--- src/rtl/modinv_scheduler.sv ---
// modinv_scheduler: round-robin arbiter sharing one modular-inverse engine among N_REQ requesters.
//   clk, reset       : clock, synchronous active-high reset
//   req              : per-requester request, held until its done pulse
//   op_a, op_b       : packed operands (requester i at [WIDTH*i +: WIDTH])
//   gnt, done        : one-hot owner, one-cycle completion pulse to owner
//   result, err      : inverse of the last job (0 on error) and its error flag
//   eng_a, eng_b     : registered operands to the engine
//   eng_start        : engine restart, high for one cycle per job and during reset
//   eng_d            : engine output, nonzero means ready
module modinv_scheduler #(
    parameter int N_REQ   = 4,
    parameter int WIDTH   = 32,
    parameter int TIMEOUT = 500
) (
    input  logic                   clk,
    input  logic                   reset,
    input  logic [N_REQ-1:0]       req,
    input  logic [N_REQ*WIDTH-1:0] op_a,
    input  logic [N_REQ*WIDTH-1:0] op_b,
    output logic [N_REQ-1:0]       gnt,
    output logic [N_REQ-1:0]       done,
    output logic [WIDTH-1:0]       result,
    output logic                   err,
    output logic [WIDTH-1:0]       eng_a,
    output logic [WIDTH-1:0]       eng_b,
    output logic                   eng_start,
    input  logic [WIDTH-1:0]       eng_d
);
    localparam int IW = N_REQ > 1 ? $clog2(N_REQ) : 1;
    localparam int CW = $clog2(TIMEOUT + 1);
    typedef enum logic [1:0] {IDLE, START, WAIT, DONE} state_t;
    state_t            state_q;
    logic [IW-1:0]     ptr_q, pick;
    logic [CW-1:0]     cnt_q;
    logic [N_REQ-1:0]  pick_oh;
    logic [WIDTH-1:0]  a_sel, b_sel;
    logic              found, bad;
    // Walk from farthest to nearest after the last owner so the nearest requester wins.
    always_comb begin
        pick  = ptr_q;
        found = 1'b0;
        for (int k = N_REQ; k >= 1; k--) begin
            if (req[IW'((int'(ptr_q) + k) % N_REQ)]) begin
                pick  = IW'((int'(ptr_q) + k) % N_REQ);
                found = 1'b1;
            end
        end
        a_sel = '0;
        b_sel = '0;
        for (int k = 0; k < N_REQ; k++) begin
            if (pick == IW'(k)) begin
                a_sel = op_a[k*WIDTH +: WIDTH];
                b_sel = op_b[k*WIDTH +: WIDTH];
            end
        end
        pick_oh = N_REQ'(1) << pick;
        bad     = (a_sel == '0) || ($signed(b_sel) < 2);
    end
    always_ff @(posedge clk) begin
        if (reset) begin
            state_q   <= IDLE;
            ptr_q     <= IW'(N_REQ - 1);
            cnt_q     <= '0;
            gnt       <= '0;
            done      <= '0;
            result    <= '0;
            err       <= 1'b0;
            eng_a     <= '0;
            eng_b     <= '0;
            eng_start <= 1'b1;
        end else begin
            done      <= '0;
            eng_start <= 1'b0;
            case (state_q)
                IDLE: if (found) begin
                    gnt   <= pick_oh;
                    ptr_q <= pick;
                    eng_a <= a_sel;
                    eng_b <= b_sel;
                    cnt_q <= '0;
                    if (bad) begin
                        state_q <= DONE;
                        result  <= '0;
                        err     <= 1'b1;
                        done    <= pick_oh;
                    end else begin
                        state_q   <= START;
                        eng_start <= 1'b1;
                    end
                end
                START: state_q <= WAIT;
                WAIT: begin
                    cnt_q <= cnt_q + 1'b1;
                    // A ready engine on the final allowed cycle still counts as success.
                    if (eng_d != '0) begin
                        result  <= eng_d;
                        err     <= 1'b0;
                        done    <= gnt;
                        state_q <= DONE;
                    end else if (cnt_q == CW'(TIMEOUT - 1)) begin
                        result  <= '0;
                        err     <= 1'b1;
                        done    <= gnt;
                        state_q <= DONE;
                    end
                end
                DONE: begin
                    gnt     <= '0;
                    state_q <= IDLE;
                end
            endcase
        end
    end
endmodule

--- config.mk ---
export PLATFORM = sky130hd
export DESIGN_NAME = modinv_scheduler
export DESIGN_NICKNAME = d
export VERILOG_FILES = /design/src/rtl/modinv_scheduler.sv
export SDC_FILE = /design/constraint.sdc
export NUM_CORES = 1
export LEC_CHECK = 0
export BUFFER_PORTS_ARGS = -buffer_cell sky130_fd_sc_hd__buf_4
export CAP_MARGIN = 15
export CORE_AREA = 3 3 153 155
export DETAILED_ROUTE_END_ITERATION = 7
export DIE_AREA = 0 0 156 158
export PLACE_DENSITY = 0.57
export SYNTH_ARGS = -nofsm -noshare
export SYNTH_HDL_FRONTEND = slang
export SYNTH_SLANG_ARGS = --single-unit
--- constraint.sdc ---
create_clock -name clk -period 4.2 [get_ports clk]
set_input_delay 0.21 -clock clk [delete_from_list [all_inputs] [get_ports clk]]
set_output_delay 0.21 -clock clk [all_outputs]
set_load 0.02 [all_outputs]
==> run metrics, run 1 <==
Max transition margin=approximately 25%; root buf cell=clkbuf_16; Synth Area per Inst=8.296 sq um; crit end category=flip-flop; clk_skew=approximately 0.0080 ns; Area after DPL=0.009982 sq mm; Setup CP Type=reg -> reg; crit-path max FO=21; total power=~7.2 mW; Final GP Congestion=0.9148; Core Util, Final=approximately half; final worst-path setup slack=0.2905 ns; initial core utilization=30.94%; most frequent CP cell=buf_12; fraction of registers with async set/reset=0%; Worst Setup Start Kind=flip-flop; I/O Buffers=399; drt first pass iters=4; die area=between 0.02 and 0.025 sq mm; H-tree Lvls=4; Place WS=about 0.22 ns; most common cell after layout, fill and taps aside=buf_4; dpl hpwl=approximately 24000 um; # fillers=~2200; slowest stage delay, CP=around 0.53 ns; Finished Cell Area=approximately 0.011 sq mm; Power Dens Cells=682.3 mW/mm^2; synthesized cell area=between 0.006 and 0.007 sq mm; RSZ-0062 raised after global routing=false; later-pin clock latency in the skew report=roughly 0.42 ns; GRT Residual Overflow=0; Final setup violation count=0; ANT nets after route=0; maximum clock insertion buffer count=2; crit path cell chain=nand2b_4 -> and3_1 -> o21ai_4 -> buf_12 -> mux4_2 -> nor4_1 -> nand4_1 -> o211a_2 -> a21oi_4 -> buf_12 -> mux2i_1; VDD IR max=0.2701 mV; Worst-path clk slew=around 0.070 ns; # rows=54; drt total wl=roughly 31000 um; # clock sinks=approximately 120; Worst Hold Class=in -> reg; drt via density=approximately 5.2; drt initial violations=403; Setup TNS=0 ns; layout net count=1483; fin crit share=93.08%; Synthesized Nets=1117; Layout area overhead=55.34%; achievable frequency=around 260 MHz; post-CTS setup buffers=0; endpoints failing hold=0; CTS Hold Bufs=0; first-pass GRT wire length=between 40000 and 50000 um; Syn Inst Count=just over 800; register area=0.002382 sq mm; Slowest-stage cell, CP=mux4_2; CP Buf/Inv Count=2; Yosys cell types=56; CP delay by family, top=compound AO/OA/AOI/OAI gates; total track usage=23.45%; Die H=~160 um; outcome=completed; CTS tree=yes; WP data arrival=between 4 and 5 ns; number of max-cap violations=0; Post-synth EDFFs=0; sequential fraction of the synthesis area=35.06%; top_reg_cell synth=dfxtp_1; LEAKAGE=4.733 nW; CP Data Required Time=~4.6 ns; num ports=400; pin count of the biggest net entering global routing=76; area of the multi-input gates=0.004085 sq mm; Antenna Cells=0; #FFs+latches synth=approximately 120; post-DR wirelength/cell=20.82 um; commonest non-fill, non-tap cells in the layout=412 x buf_4, 199 x nand2_1, 119 x dfxtp_1; max-slew violations=0; vias in the first global route=7739; core area=0.02196 sq mm; layout cell share with drive strength beyond 1=between 40% and 50%; Post-CTS Resized=0; Die W=about 160 um; initial antenna violation count=1; fin crit period=between 3 and 4 ns; via count=7665; actual slew at the worst max-slew pin=1.116 ns; total CTS buffers=17; DRC=0; Ys Warns=0
[worst min-delay path, cell delays in order]
cell and delay, ns:
buf_4 0.11, nand3_1 0.05, mux2i_1 0.06
[through the flow]
step | std cells | hold WS [ns]
global placement | 1446 | 0.4425
detailed placement | 1446 | 0.4477
finish | 1478 | 0.06189
CTS | 1478 | 0.04184
floorplan | 819 | 0.3638
global route | 1478 | 0.04900
[where the power goes]
group / leakage [nW] / switching [mW] / internal [mW]
registers: 0.974 / 0.211 / 1.48
clock network: 0.279 / 0.637 / 0.793
logic: 3.48 / 2.36 / 1.71
[cells in the mapped netlist (8+ instances only)]
cell	n	area [sq um]
nor2_1	59	221.5
a311oi_1	12	105.1
or3_1	8	50.05
buf_1	8	30.03
and3_1	38	237.7
dfxtp_1	119	2382
mux2i_1	32	320.3
nand2_1	199	747.0
nor4_1	26	162.7
nand3_1	43	215.2
mux4_2	34	765.7
buf_2	10	50.05
a211oi_1	22	165.2
a21oi_1	72	360.4
clkbuf_1	43	161.4
[per-layer routing]
layer	track usage (%)	vias up	part of all wire, %
met4	6.770	2	2.1
met3	8.502	41	9.9
met2	41.28	375	50
li1	-	3697	-
met5	0	-	0.065
met1	26.76	3550	38
[cells by family (layout without fill, tap and decap cells)]
| kind of cell | Yosys count | in the layout | share of synthesized area (%) |
|---|---|---|---|
| flops | 119 | 119 | 35.06 |
| fa+ha+maj | 4 | 4 | 0.7367 |
| simple gates | 400 | 400 | 27.00 |
| xor+xnor | 7 | 7 | 0.9024 |
| compound gates | 151 | 151 | 14.88 |
| buf+inv | 71 | 450 | 5.212 |
| mux | 67 | 67 | 16.21 |
[final timing paths]
| check | slack, ns | from | depth (start not counted) | endpoint |
|---|---|---|---|---|
| hold reg to reg | 0.45 | eng_b[26] | 2 | eng_b[26] |
| setup reg to reg | 0.29 | ptr_q[0] | 11 | result[8] |
| hold / removal | 0.06 | eng_d[18] | 3 | result[18] |
| setup / recovery | 0.29 | ptr_q[0] | 11 | result[8] |
[layout make-up]
type                       instances  area share (%)
tap                              280           3.319
multi-input combinational        629           38.71
sequential                       119           22.57
timing repair buffer             415           29.88
inverter                           3          0.1067
clock inverter                    15           1.387
clock buffer                      17           4.031
[state kept, by name, summed over array words and instances, names as in the netlist]
register,cells
eng_b,32
gnt,4
cnt_q,9
ptr_q,2
result,32
eng_start,1
eng_a,32
err,1
state_q,2
done,4
Power figures use the tool's default switching activity.
==> run 2, diff against run 1 <==
Settings changed: GPL_TIMING_DRIVEN from default to 0.
==> run 2 against run 1 <==
  * Largest power group unchanged
  * Via count increased by 4.3%
  * Sequential power about the same
  * Non-clock buffer count increased by 54
==> run metrics, run 2 (same netlist as run 1, synthesis figures left out) <==
endpoints failing hold=0; total CTS buffers=17; Worst Setup SP=ptr_q[0]; Worst-path clk slew=around 0.06 ns; worst r2r src=ptr_q[0]; Reg2Reg Depth=14; CP Data Required Time=~4.5 ns; Setup CP Type=reg -> reg; Worst R2R End=result[15]; drt total wl=32760 um; ANT nets after route=0; fin crit period=about 4 ns; actual slew at the worst max-slew pin=a little under 1 ns; Worst Setup Start Kind=flip-flop; Setup TNS=0 ns; Top Metal Used=met4; HP Start=eng_d[11]; final worst-path setup slack=~0.24 ns; total track usage=approximately a quarter; Die W=between 150 and 200 um; drt initial violations=about 370; I/O Buffers=between 300 and 400; initial antenna violation count=1; drt first pass iters=4; Core Util, Final=between 40% and 50%; Regs by FF count=eng_a: 32 flops, eng_b: 32 flops, result: 32 flops; most common cell after layout, fill and taps aside=buf_4; DRC=0; VDD IR max=0.3255 mV; later-pin clock latency in the skew report=0.42 ns; Final setup violation count=0; Power Dens Cells=696.8 mW/mm^2; dpl hpwl=approximately 27000 um; R2R Setup Slk=around 0.24 ns; Worst Hold Class=in -> reg; Placed Cells=1498; LEAKAGE=approximately 4.8 nW; Place WS=-0.4060 ns; die area=0.02465 sq mm; clk_skew=slightly below 0.01 ns; number of max-cap violations=0; drt via density=between 5 and 6; H-tree Lvls=4; CTS tree=yes; post-DR wirelength/cell=between 20 and 25 um; met2 wire length=roughly 16000 um; Max transition margin=33.09%; GRT Residual Overflow=0; Final GP Congestion=roughly 0.96; # clock sinks=around 120; via count=about 8000; fin crit share=about 94%; Non-Filler Instances=around 1500; pin count of the biggest net entering global routing=17; CTS Hold Bufs=0; Layout area overhead=58.56%; length of routed wiring on met1=between 10000 and 15000 um; crit-path max FO=10; maximum clock insertion buffer count=2; # rows=54; num ports=400; commonest non-fill, non-tap cells in the layout=404 x buf_4, 199 x nand2_1, 119 x dfxtp_1; vias in the first global route=7939; WP data arrival=around 4.3 ns; layout cell share with drive strength beyond 1=40.42%; layout net count=between 1500 and 2000; root buf cell=clkbuf_16; Worst Setup EP=result[15]; DR WL met3=between 2000 and 2500 um; initial core utilization=a little under a third; achievable frequency=about 250 MHz; RSZ-0062 raised after global routing=false; core area=around 0.022 sq mm; Die H=roughly 160 um; max-slew violations=0; first-pass GRT wire length=between 40000 and 50000 um; crit end category=flip-flop; outcome=completed
## run 2: cell count changes in the layout (fill, tap and decap cells not counted), sizes merged
cell	before	now
inv	16	4
bufinv	0	1
clkinv	0	6
diode	0	1
buf	415	426
clkinvlp	2	4
clkbuf	17	63
## run 2: cell type report
cell class                      instances  area (sq um)
Fill cell                            2259         11190
Multi-Input combinational cell        629          4064
Timing Repair Buffer                  401          3023
Sequential cell                       119          2382
Clock buffer                           20         466.7
Buffer                                 68         352.8
Tap cell                              280         350.3
Clock inverter                         12         120.1
Inverter                                3         11.26
Antenna cell                            1         2.502
## run 2: worst min path at each step
| stage | end | slack [ns] | cells past startpoint |
|---|---|---|---|
| 3_5_place_dp | eng_a[4] | 0.45 | 2 |
| 5_1_grt | result[11] | 0.06 | 3 |
| 2_1_floorplan | result[0] | 0.36 | 2 |
| 4_1_cts | result[19] | 0.05 | 3 |
| 6_report | result[11] | 0.07 | 3 |
| 3_3_place_gp | eng_a[22] | 0.44 | 2 |
## run 2: critical path, cell delays in order, from the launching register on
cell and delay, ns:
dfxtp_1 0.43, nor2b_4 0.08, o21bai_4 0.24, and2_1 0.16
clkbuf_1 0.27, buf_2 0.33, buf_4 0.30, mux4_2 0.39
nor4_1 0.35, nand4_1 0.28, o211a_2 0.37, a21oi_4 0.15
buf_12 0.15, buf_12 0.14, mux2i_1 0.21
## run 2: repair_timing
item | in CTS | in global routing
setup endpoints to repair | 38 | 3
endpoints found under the hold margin | 0 | 0
pin swaps | 1 | 0
resized for setup | 8 | 2
setup buffers | 2 | 0
gates cloned | 0 | 0
## run 2: metal layers
layer	track usage, %	vias up
li1	-	3811
met1	31.21	3797
met2	43.84	338
met3	6.096	45
met4	8.032	0
met5	0	-
## run 2: where the power goes
part | leakage, nW | internal [mW] | total, mW | switching (mW)
sequential | 0.974 | 1.48 | 1.70 | 0.215
combinational | 3.55 | 1.82 | 4.38 | 2.56
clock | 0.277 | 0.868 | 1.43 | 0.565
## run 2: through the flow
step / power, mW / area (sq um) / hold slack [ns]
2_1_floorplan: 4.368 / 6794 / 0.3638
3_3_place_gp: 6.049 / 10140 / 0.4433
3_5_place_dp: 6.050 / 10140 / 0.4479
4_1_cts: 7.564 / 10760 / 0.05254
5_1_grt: 7.994 / 10770 / 0.05935
6_report: 7.506 / 10770 / 0.07165
